**src/rtl/chirp_phase_if.sv**
```systemverilog
// ---------------------------------------------------------------------------
// chirp_phase_if
//   Control / configuration / sample bus of the chirp phase generator.
//   master : drives start/stop and cfg_*, receives strobe, phase words and status
//   slave  : the generator side (inverse directions)
//   Signals:
//     start, stop      run control pulses
//     cfg_mode/div     sweep mode, strobe period minus one
//     cfg_freq0/1      start / end frequency (signed)
//     cfg_rate         per-strobe frequency increment (signed)
//     cfg_offset       per-channel phase offset, ch k at [k*OUT_W +: OUT_W]
//     strobe           one-cycle sample strobe (phase_tvalid mirrors it)
//     phase_tdata      per-channel phase words
//     freq_out         current frequency register
//     busy, done       running flag, end-of-sweep pulse
// ---------------------------------------------------------------------------
interface chirp_phase_if #(
    parameter int PHASE_W = 48,
    parameter int OUT_W   = 16,
    parameter int NCH     = 2,
    parameter int DIV_W   = 3
);
    logic                       start;
    logic                       stop;
    logic [1:0]                 cfg_mode;
    logic [DIV_W-1:0]           cfg_div;
    logic signed [PHASE_W-1:0]  cfg_freq0;
    logic signed [PHASE_W-1:0]  cfg_freq1;
    logic signed [PHASE_W-1:0]  cfg_rate;
    logic [NCH*OUT_W-1:0]       cfg_offset;
    logic                       strobe;
    logic                       phase_tvalid;
    logic [NCH*OUT_W-1:0]       phase_tdata;
    logic signed [PHASE_W-1:0]  freq_out;
    logic                       busy;
    logic                       done;

    modport master (
        output start, stop, cfg_mode, cfg_div, cfg_freq0, cfg_freq1, cfg_rate, cfg_offset,
        input  strobe, phase_tvalid, phase_tdata, freq_out, busy, done
    );

    modport slave (
        input  start, stop, cfg_mode, cfg_div, cfg_freq0, cfg_freq1, cfg_rate, cfg_offset,
        output strobe, phase_tvalid, phase_tdata, freq_out, busy, done
    );
endinterface

```
**src/rtl/chirp_phase_gen.sv**
```systemverilog
// ---------------------------------------------------------------------------
// chirp_phase_gen
//   Multi-channel phase-word generator: a strobe every DIV+1 clocks, and per
//   strobe an accumulated phase whose top OUT_W bits (plus a per-channel
//   offset) are presented as phase words. Frequency evolves per mode:
//   0 tone, 1 wrapping linear chirp, 2 one-shot sweep to freq1, 3 bounce
//   sweep between freq0 and freq1.
//   Ports:
//     clk    system clock
//     rst_n  synchronous reset, active low
//     io     chirp_phase_if slave (control, config, samples, status)
// ---------------------------------------------------------------------------
module chirp_phase_gen #(
    parameter int PHASE_W = 48,
    parameter int OUT_W   = 16,
    parameter int NCH     = 2,
    parameter int DIV_W   = 3
) (
    input  logic          clk,
    input  logic          rst_n,
    chirp_phase_if.slave  io
);
    localparam int W = PHASE_W;

    typedef enum logic [1:0] {S_IDLE, S_RUN, S_DONE} state_t;

    state_t                 state_q;
    logic [DIV_W-1:0]       cnt_q;
    logic [DIV_W-1:0]       div_q;
    logic [1:0]             mode_q;
    logic signed [W-1:0]    phase_q;
    logic signed [W-1:0]    freq_q;
    logic signed [W-1:0]    rate_q;
    logic signed [W-1:0]    freq0_q;
    logic signed [W-1:0]    freq1_q;
    logic [NCH*OUT_W-1:0]   offset_q;
    logic [NCH*OUT_W-1:0]   tdata_q;
    logic                   strobe_q;
    logic                   done_q;
    logic                   dir_q;      // bounce direction: 0 toward freq1, 1 back to freq0

    logic signed [W-1:0]    tgt_d;
    logic signed [W:0]      f_ext_d;
    logic signed [W:0]      tgt_ext_d;
    logic                   hit_d;
    logic [NCH*OUT_W-1:0]   tdata_d;

    // Sweep end test on one extra bit, so freq+rate overflow cannot flip the result.
    function automatic logic reached(input logic signed [W:0] f,
                                     input logic signed [W:0] tgt,
                                     input logic              down);
        return down ? (f <= tgt) : (f >= tgt);
    endfunction

    always_comb begin
        tgt_d     = (mode_q == 2'd3 && dir_q) ? freq0_q : freq1_q;
        f_ext_d   = $signed({freq_q[W-1], freq_q}) + $signed({rate_q[W-1], rate_q});
        tgt_ext_d = $signed({tgt_d[W-1], tgt_d});
        hit_d     = reached(f_ext_d, tgt_ext_d, rate_q[W-1]);
        tdata_d   = '0;
        for (int k = 0; k < NCH; k++) begin
            tdata_d[k*OUT_W +: OUT_W] = phase_q[W-1 -: OUT_W] + offset_q[k*OUT_W +: OUT_W];
        end
    end

    always_ff @(posedge clk) begin
        if (!rst_n) begin
            state_q  <= S_IDLE;
            cnt_q    <= '0;
            phase_q  <= '0;
            freq_q   <= '0;
            rate_q   <= '0;
            tdata_q  <= '0;
            strobe_q <= 1'b0;
            done_q   <= 1'b0;
            dir_q    <= 1'b0;
        end else begin
            done_q <= 1'b0;
            if (io.stop) begin
                state_q  <= S_IDLE;
                strobe_q <= 1'b0;
                freq_q   <= '0;
            end else if (io.start && state_q != S_RUN) begin
                state_q  <= S_RUN;
                mode_q   <= io.cfg_mode;
                div_q    <= io.cfg_div;
                freq0_q  <= io.cfg_freq0;
                freq1_q  <= io.cfg_freq1;
                offset_q <= io.cfg_offset;
                rate_q   <= io.cfg_rate;
                freq_q   <= io.cfg_freq0;
                cnt_q    <= io.cfg_div;
                phase_q  <= '0;
                strobe_q <= 1'b0;
                dir_q    <= 1'b0;
            end else if (state_q != S_IDLE) begin
                if (cnt_q == '0) begin
                    cnt_q    <= div_q;
                    strobe_q <= 1'b1;
                    tdata_q  <= tdata_d;     // sample the phase before this update
                    phase_q  <= phase_q + freq_q;
                    // In DONE the frequency is frozen at freq1.
                    if (state_q == S_RUN) begin
                        unique case (mode_q)
                            2'd0: ;
                            2'd1: freq_q <= f_ext_d[W-1:0];
                            2'd2: begin
                                if (hit_d) begin
                                    freq_q  <= freq1_q;
                                    state_q <= S_DONE;
                                    done_q  <= 1'b1;
                                end else begin
                                    freq_q <= f_ext_d[W-1:0];
                                end
                            end
                            2'd3: begin
                                if (hit_d) begin
                                    freq_q <= tgt_d;
                                    rate_q <= -rate_q;
                                    dir_q  <= ~dir_q;
                                end else begin
                                    freq_q <= f_ext_d[W-1:0];
                                end
                            end
                        endcase
                    end
                end else begin
                    cnt_q    <= cnt_q - 1'b1;
                    strobe_q <= 1'b0;
                end
            end
        end
    end

    assign io.strobe       = strobe_q;
    assign io.phase_tvalid = strobe_q;
    assign io.phase_tdata  = tdata_q;
    assign io.freq_out     = freq_q;
    assign io.busy         = (state_q == S_RUN);
    assign io.done         = done_q;
endmodule

```
**src/flat_wrapper.sv**
```systemverilog
// flat-port wrapper written by rule: the top's interface ports become plain ports
module chirp_phase_gen_flat 
#(
    parameter int PHASE_W = 48,
    parameter int OUT_W   = 16,
    parameter int NCH     = 2,
    parameter int DIV_W   = 3
)
  (clk, rst_n, io_start, io_stop, io_cfg_mode, io_cfg_div, io_cfg_freq0, io_cfg_freq1, io_cfg_rate, io_cfg_offset, io_strobe, io_phase_tvalid, io_phase_tdata, io_freq_out, io_busy, io_done);
  chirp_phase_if #(.PHASE_W(PHASE_W), .OUT_W(OUT_W), .NCH(NCH), .DIV_W(DIV_W)) io_i ();
  input  logic clk;
  input  logic rst_n;
  input wire logic [$bits(io_i.start)-1:0] io_start;
  input wire logic [$bits(io_i.stop)-1:0] io_stop;
  input wire logic [$bits(io_i.cfg_mode)-1:0] io_cfg_mode;
  input wire logic [$bits(io_i.cfg_div)-1:0] io_cfg_div;
  input wire logic [$bits(io_i.cfg_freq0)-1:0] io_cfg_freq0;
  input wire logic [$bits(io_i.cfg_freq1)-1:0] io_cfg_freq1;
  input wire logic [$bits(io_i.cfg_rate)-1:0] io_cfg_rate;
  input wire logic [$bits(io_i.cfg_offset)-1:0] io_cfg_offset;
  output wire logic [$bits(io_i.strobe)-1:0] io_strobe;
  output wire logic [$bits(io_i.phase_tvalid)-1:0] io_phase_tvalid;
  output wire logic [$bits(io_i.phase_tdata)-1:0] io_phase_tdata;
  output wire logic [$bits(io_i.freq_out)-1:0] io_freq_out;
  output wire logic [$bits(io_i.busy)-1:0] io_busy;
  output wire logic [$bits(io_i.done)-1:0] io_done;
  assign io_i.start = io_start;
  assign io_i.stop = io_stop;
  assign io_i.cfg_mode = io_cfg_mode;
  assign io_i.cfg_div = io_cfg_div;
  assign io_i.cfg_freq0 = io_cfg_freq0;
  assign io_i.cfg_freq1 = io_cfg_freq1;
  assign io_i.cfg_rate = io_cfg_rate;
  assign io_i.cfg_offset = io_cfg_offset;
  assign io_strobe = io_i.strobe;
  assign io_phase_tvalid = io_i.phase_tvalid;
  assign io_phase_tdata = io_i.phase_tdata;
  assign io_freq_out = io_i.freq_out;
  assign io_busy = io_i.busy;
  assign io_done = io_i.done;
  chirp_phase_gen #(.PHASE_W(PHASE_W), .OUT_W(OUT_W), .NCH(NCH), .DIV_W(DIV_W)) u_core (.clk(clk), .rst_n(rst_n), .io(io_i));
endmodule
```
**config.mk**
```make
export PLATFORM = sky130hd
export DESIGN_NAME = chirp_phase_gen_flat
export DESIGN_NICKNAME = d
export VERILOG_FILES = /design/src/rtl/chirp_phase_if.sv /design/src/rtl/chirp_phase_gen.sv /design/src/flat_wrapper.sv
export SDC_FILE = /design/constraint.sdc
export NUM_CORES = 1
export LEC_CHECK = 0
export CORE_MARGIN = 2
export CORE_UTILIZATION = 35
export CTS_CLUSTER_SIZE = 12
export DETAILED_ROUTE_END_ITERATION = 12
export PLACE_DENSITY = 0.57
export SLEW_MARGIN = 20
export SYNTH_ARGS = -nofsm -noshare
export SYNTH_HDL_FRONTEND = slang
export SYNTH_SLANG_ARGS = --single-unit
```
**constraint.sdc**
```tcl
create_clock -name clk -period 29.2 [get_ports clk]
set_clock_uncertainty 0.1 [all_clocks]
set_input_delay 8.76 -clock clk [delete_from_list [all_inputs] [get_ports clk]]
set_output_delay 8.76 -clock clk [all_outputs]
set_load 0.01 [all_outputs]
```
==> flow_summary.yaml <==
final_layout:
  syn_to_final_growth_pct: 23.1
  fin_util: 0.434
  finalInstanceArea_um2: 25400
  nets: 2895
  diodes: 0
  instances_no_fill: 3332
  drive_gt1_frac: 0.0586
logic_synthesis:
  synthCells: 2312
  syn_area_um2: 20700
  yosys.area.top_type_share: 0.193
  synth_area_per_cell_um2: 8.94
  synth_edf_count: 133
  ys_async_sr_fraction: 0
  ys_ff_latch: 317
  yosysWarnings: 0
  ys.flop_type: "dfxtp_1"
  synth_area_leaders: "edfxtp_1, dfxtp_1, ha_1"
  synth_top_cell_by_area: "edfxtp_1"
  syn-num-nets: 2680
  synth.distinct_cells: 89
  synth_seq_area_share: 0.371
floorplan:
  core_um2: 58700
  dieArea_um2: 61000
  rows: 89
  die_w_um: 247
  num_io_pins: 269
  start_util: 0.352
  die_y_um: 247
clock_network:
  cts-htree-levels: 2
  ctsResizeCount: 0
  clk_pin_slew_ns: 0.06
  cts_root_buf: "clkbuf_16"
  worstSkewPairLatency_ns: 0.60
  tritoncts: "done"
  cts_setup_buffers: 0
  ctsHoldBuffers: 0
  clockBufferDepth: 3
  clock-sinks: 317
  numCtsBuffers: 40
routing:
  detail_route.iter0.violations: 1479
  wire_per_inst_um: 21.6
  drc_errors: 0
  antenna_left: 0
  vias: 18900
  viasPerCell: 5.66
  drt-pass1-iter-count: 5
  totalWireLength_um: 71900
sta:
  finalHoldViolCount: 0
  worst_pin_slew_ns: 1.12
  fin_tns_setup_ns: 0
  finalCriticalPeriod_ns: 12.08
  report.final.slew_viol_count: 0
  relSlewSlack: 0.251
  finalSetupViolations: 0
  period_share: 0.414
  fmax_mhz: 82.8
  rsz0062_at_grt: "no"
critical_path:
  cp_common_cell: "buf_4"
  cp_slowest_stage_delay_ns: 0.82
  rrSetupSlack_ns: 21.61
  r2r_end: "u_core.io.freq_out[28]"
  crit_type: "primary input to register"
  r2r_cells: 28
  crit_chain: "clkdlybuf4s50_1 > nand2b_1 > buf_4 > nor2_4 > buf_4 > buf_4"
  critPathCaptureType: "register"
  required_ns: 29.31
  r2r_start: "u_core.rate_q[0]"
  critPathArrivalTime_ns: 12.18
  critPathMaxFanout: 63
  crit_slowest_cell: "nor2_4"
  worstSetupStartpointType: "primary input"
global_routing:
  antenna_found_initial: 0
  grt_max_degree: 146
  grt_pass1_vias: 18400
  globalRouteTotalUtil: 0.232
  grt_pass1_wl_um: 109000
  grt-ovfl-total: 0
place:
  hpwl_um: 53200
  place_area_um2: 24100
  gp_congestion: 0.909
  io_buffers: 268
  dpl.cell_count: 3258
worst_hold_path:
  min_to: "u_core.io.phase_tdata[10]"
  hp-class: "register to register"
  hp-start: "u_core.io.phase_tdata[10]"
  hold_path_depth: 2
pwr:
  p_per_area_nw_per_um2: 48.3
  leakage_nw: 10.5
  total_power_mw: 1.23
  peakVddDrop_uv: 41.7
job:
  drv_cap: 0
run_status:
  status: "complete, no violations"
[routing by layer]
metal | vias up | wire [µm] | part of all wire | GRT usage
met3 | 119 | 3950 | 0.055 | 0.0304
met4 | 0 | 2530 | 0.035 | 0.0833
met2 | 612 | 35200 | 0.49 | 0.401
li1 | 9098 | - | - | -
met1 | 9040 | 30300 | 0.42 | 0.294
met5 | - | 0 | 0 | 0
[stage by stage]
| step | hold slack, ns | setup slack [ns] |
|---|---|---|
| after global routing | 0.367 | 16.86 |
| final | 0.353 | 17.12 |
| after global placement | 0.344 | 16.54 |
| after CTS | 0.356 | 17.09 |
| after detailed placement | 0.348 | 16.47 |
| after floorplan | 0.329 | 13.48 |
[flip-flops by register name, summed over array words and instances (netlist names)]
| name | flops |
|---|---|
| u_core.rate_q | 48 |
| u_core.dir_q | 1 |
| u_core.freq0_q | 48 |
| u_core.io.phase_tvalid | 1 |
| u_core.mode_q | 2 |
| u_core.cnt_q | 3 |
| u_core.io.phase_tdata | 32 |
| u_core.phase_q | 48 |
| u_core.offset_q | 32 |
| u_core.state_q | 2 |
| u_core.io.freq_out | 48 |
| u_core.freq1_q | 48 |
| u_core.io.done | 1 |
| u_core.div_q | 3 |
[cells in the final DEF, fill, tap and decap left out, types with 12 or more instances in the layout]
cell type	count
a211oi_1	33
a21o_1	79
a21oi_1	219
a221oi_1	32
a22o_1	12
a22oi_1	27
a31oi_1	17
and3_1	14
buf_4	22
clkbuf_1	13
clkbuf_16	40
clkdlybuf4s50_1	267
dfxtp_1	184
edfxtp_1	133
ha_1	179
inv_1	59
mux2i_1	53
nand2_1	220
nand2b_1	22
nand3_1	42
nand4_1	24
nor2_1	165
nor2b_1	22
nor3_1	89
o211ai_1	18
o21a_1	15
o21ai_0	168
o21bai_1	27
o31ai_1	23
o32ai_1	14
xnor2_1	67
xor2_1	37
[worst max-delay path: cells and delay by family]
kind	cells	cell delay, ns
and+or+nand+nor	2	1.07
buffers and inverters	4	2.24
[cell type report]
class | count | area [µm²]
clock inverters | 18 | 289
flip-flops and latches | 317 | 7680
clock buffers | 56 | 1090
inverters | 61 | 229
multi-input cells | 1816 | 12300
repair buffers | 291 | 2860
fillers | 5654 | 33200
well taps | 773 | 967
[cell usage after synthesis, drive strengths merged, types with 10 or more instances]
master and number:
o21bai 27, or3 10, nor2b 23, edfxtp 133
a2bb2oi 11, o221a 12, a22o 12, o21ai 178
xnor2 67, a21oi 224, nand2 225, nand2b 22
nand3 42, mux2i 53, a31oi 18, inv 59
buf 29, a21o 80, dfxtp 184, o21a 15
o31ai 23, clkbuf 89, a211oi 37, xor2 37
nor2 167, nor3b 10, ha 179, a22oi 27
o211ai 18, o32ai 20, and3 14, a221oi 32
nand4 24, and2 11, nor3 94
[worst max path at each step]
stage / from / end / slack, ns / cells past startpoint
final: io_stop / u_core.freq1_q[7] / 17.12 / 6
after global routing: io_start / u_core.freq0_q[11] / 16.86 / 5
after CTS: io_start / u_core.freq0_q[28] / 17.09 / 5
after detailed placement: io_start / u_core.freq1_q[5] / 16.47 / 5
after global placement: io_start / u_core.freq1_q[10] / 16.54 / 5
after floorplan: io_start / u_core.div_q[0] / 13.48 / 4
[power breakdown]
part | internal [mW] | total [mW] | switching [mW]
Sequential | 0.476 | 0.493 | 0.0170
Clock | 0.310 | 0.523 | 0.213
Combinational | 0.0870 | 0.212 | 0.125
Total | 0.872 | 1.23 | 0.356
[kinds of logic after synthesis]
group / share of synthesized area
AOI/OAI and AO/OA: 0.256
and+or+nand+nor: 0.154
DFF: 0.371
adders and majority gates: 0.112
buffers and inverters: 0.0355
xor gates and xnor gates: 0.0441
muxes: 0.0268
Note: power is estimated with default switching activity, not from simulation.
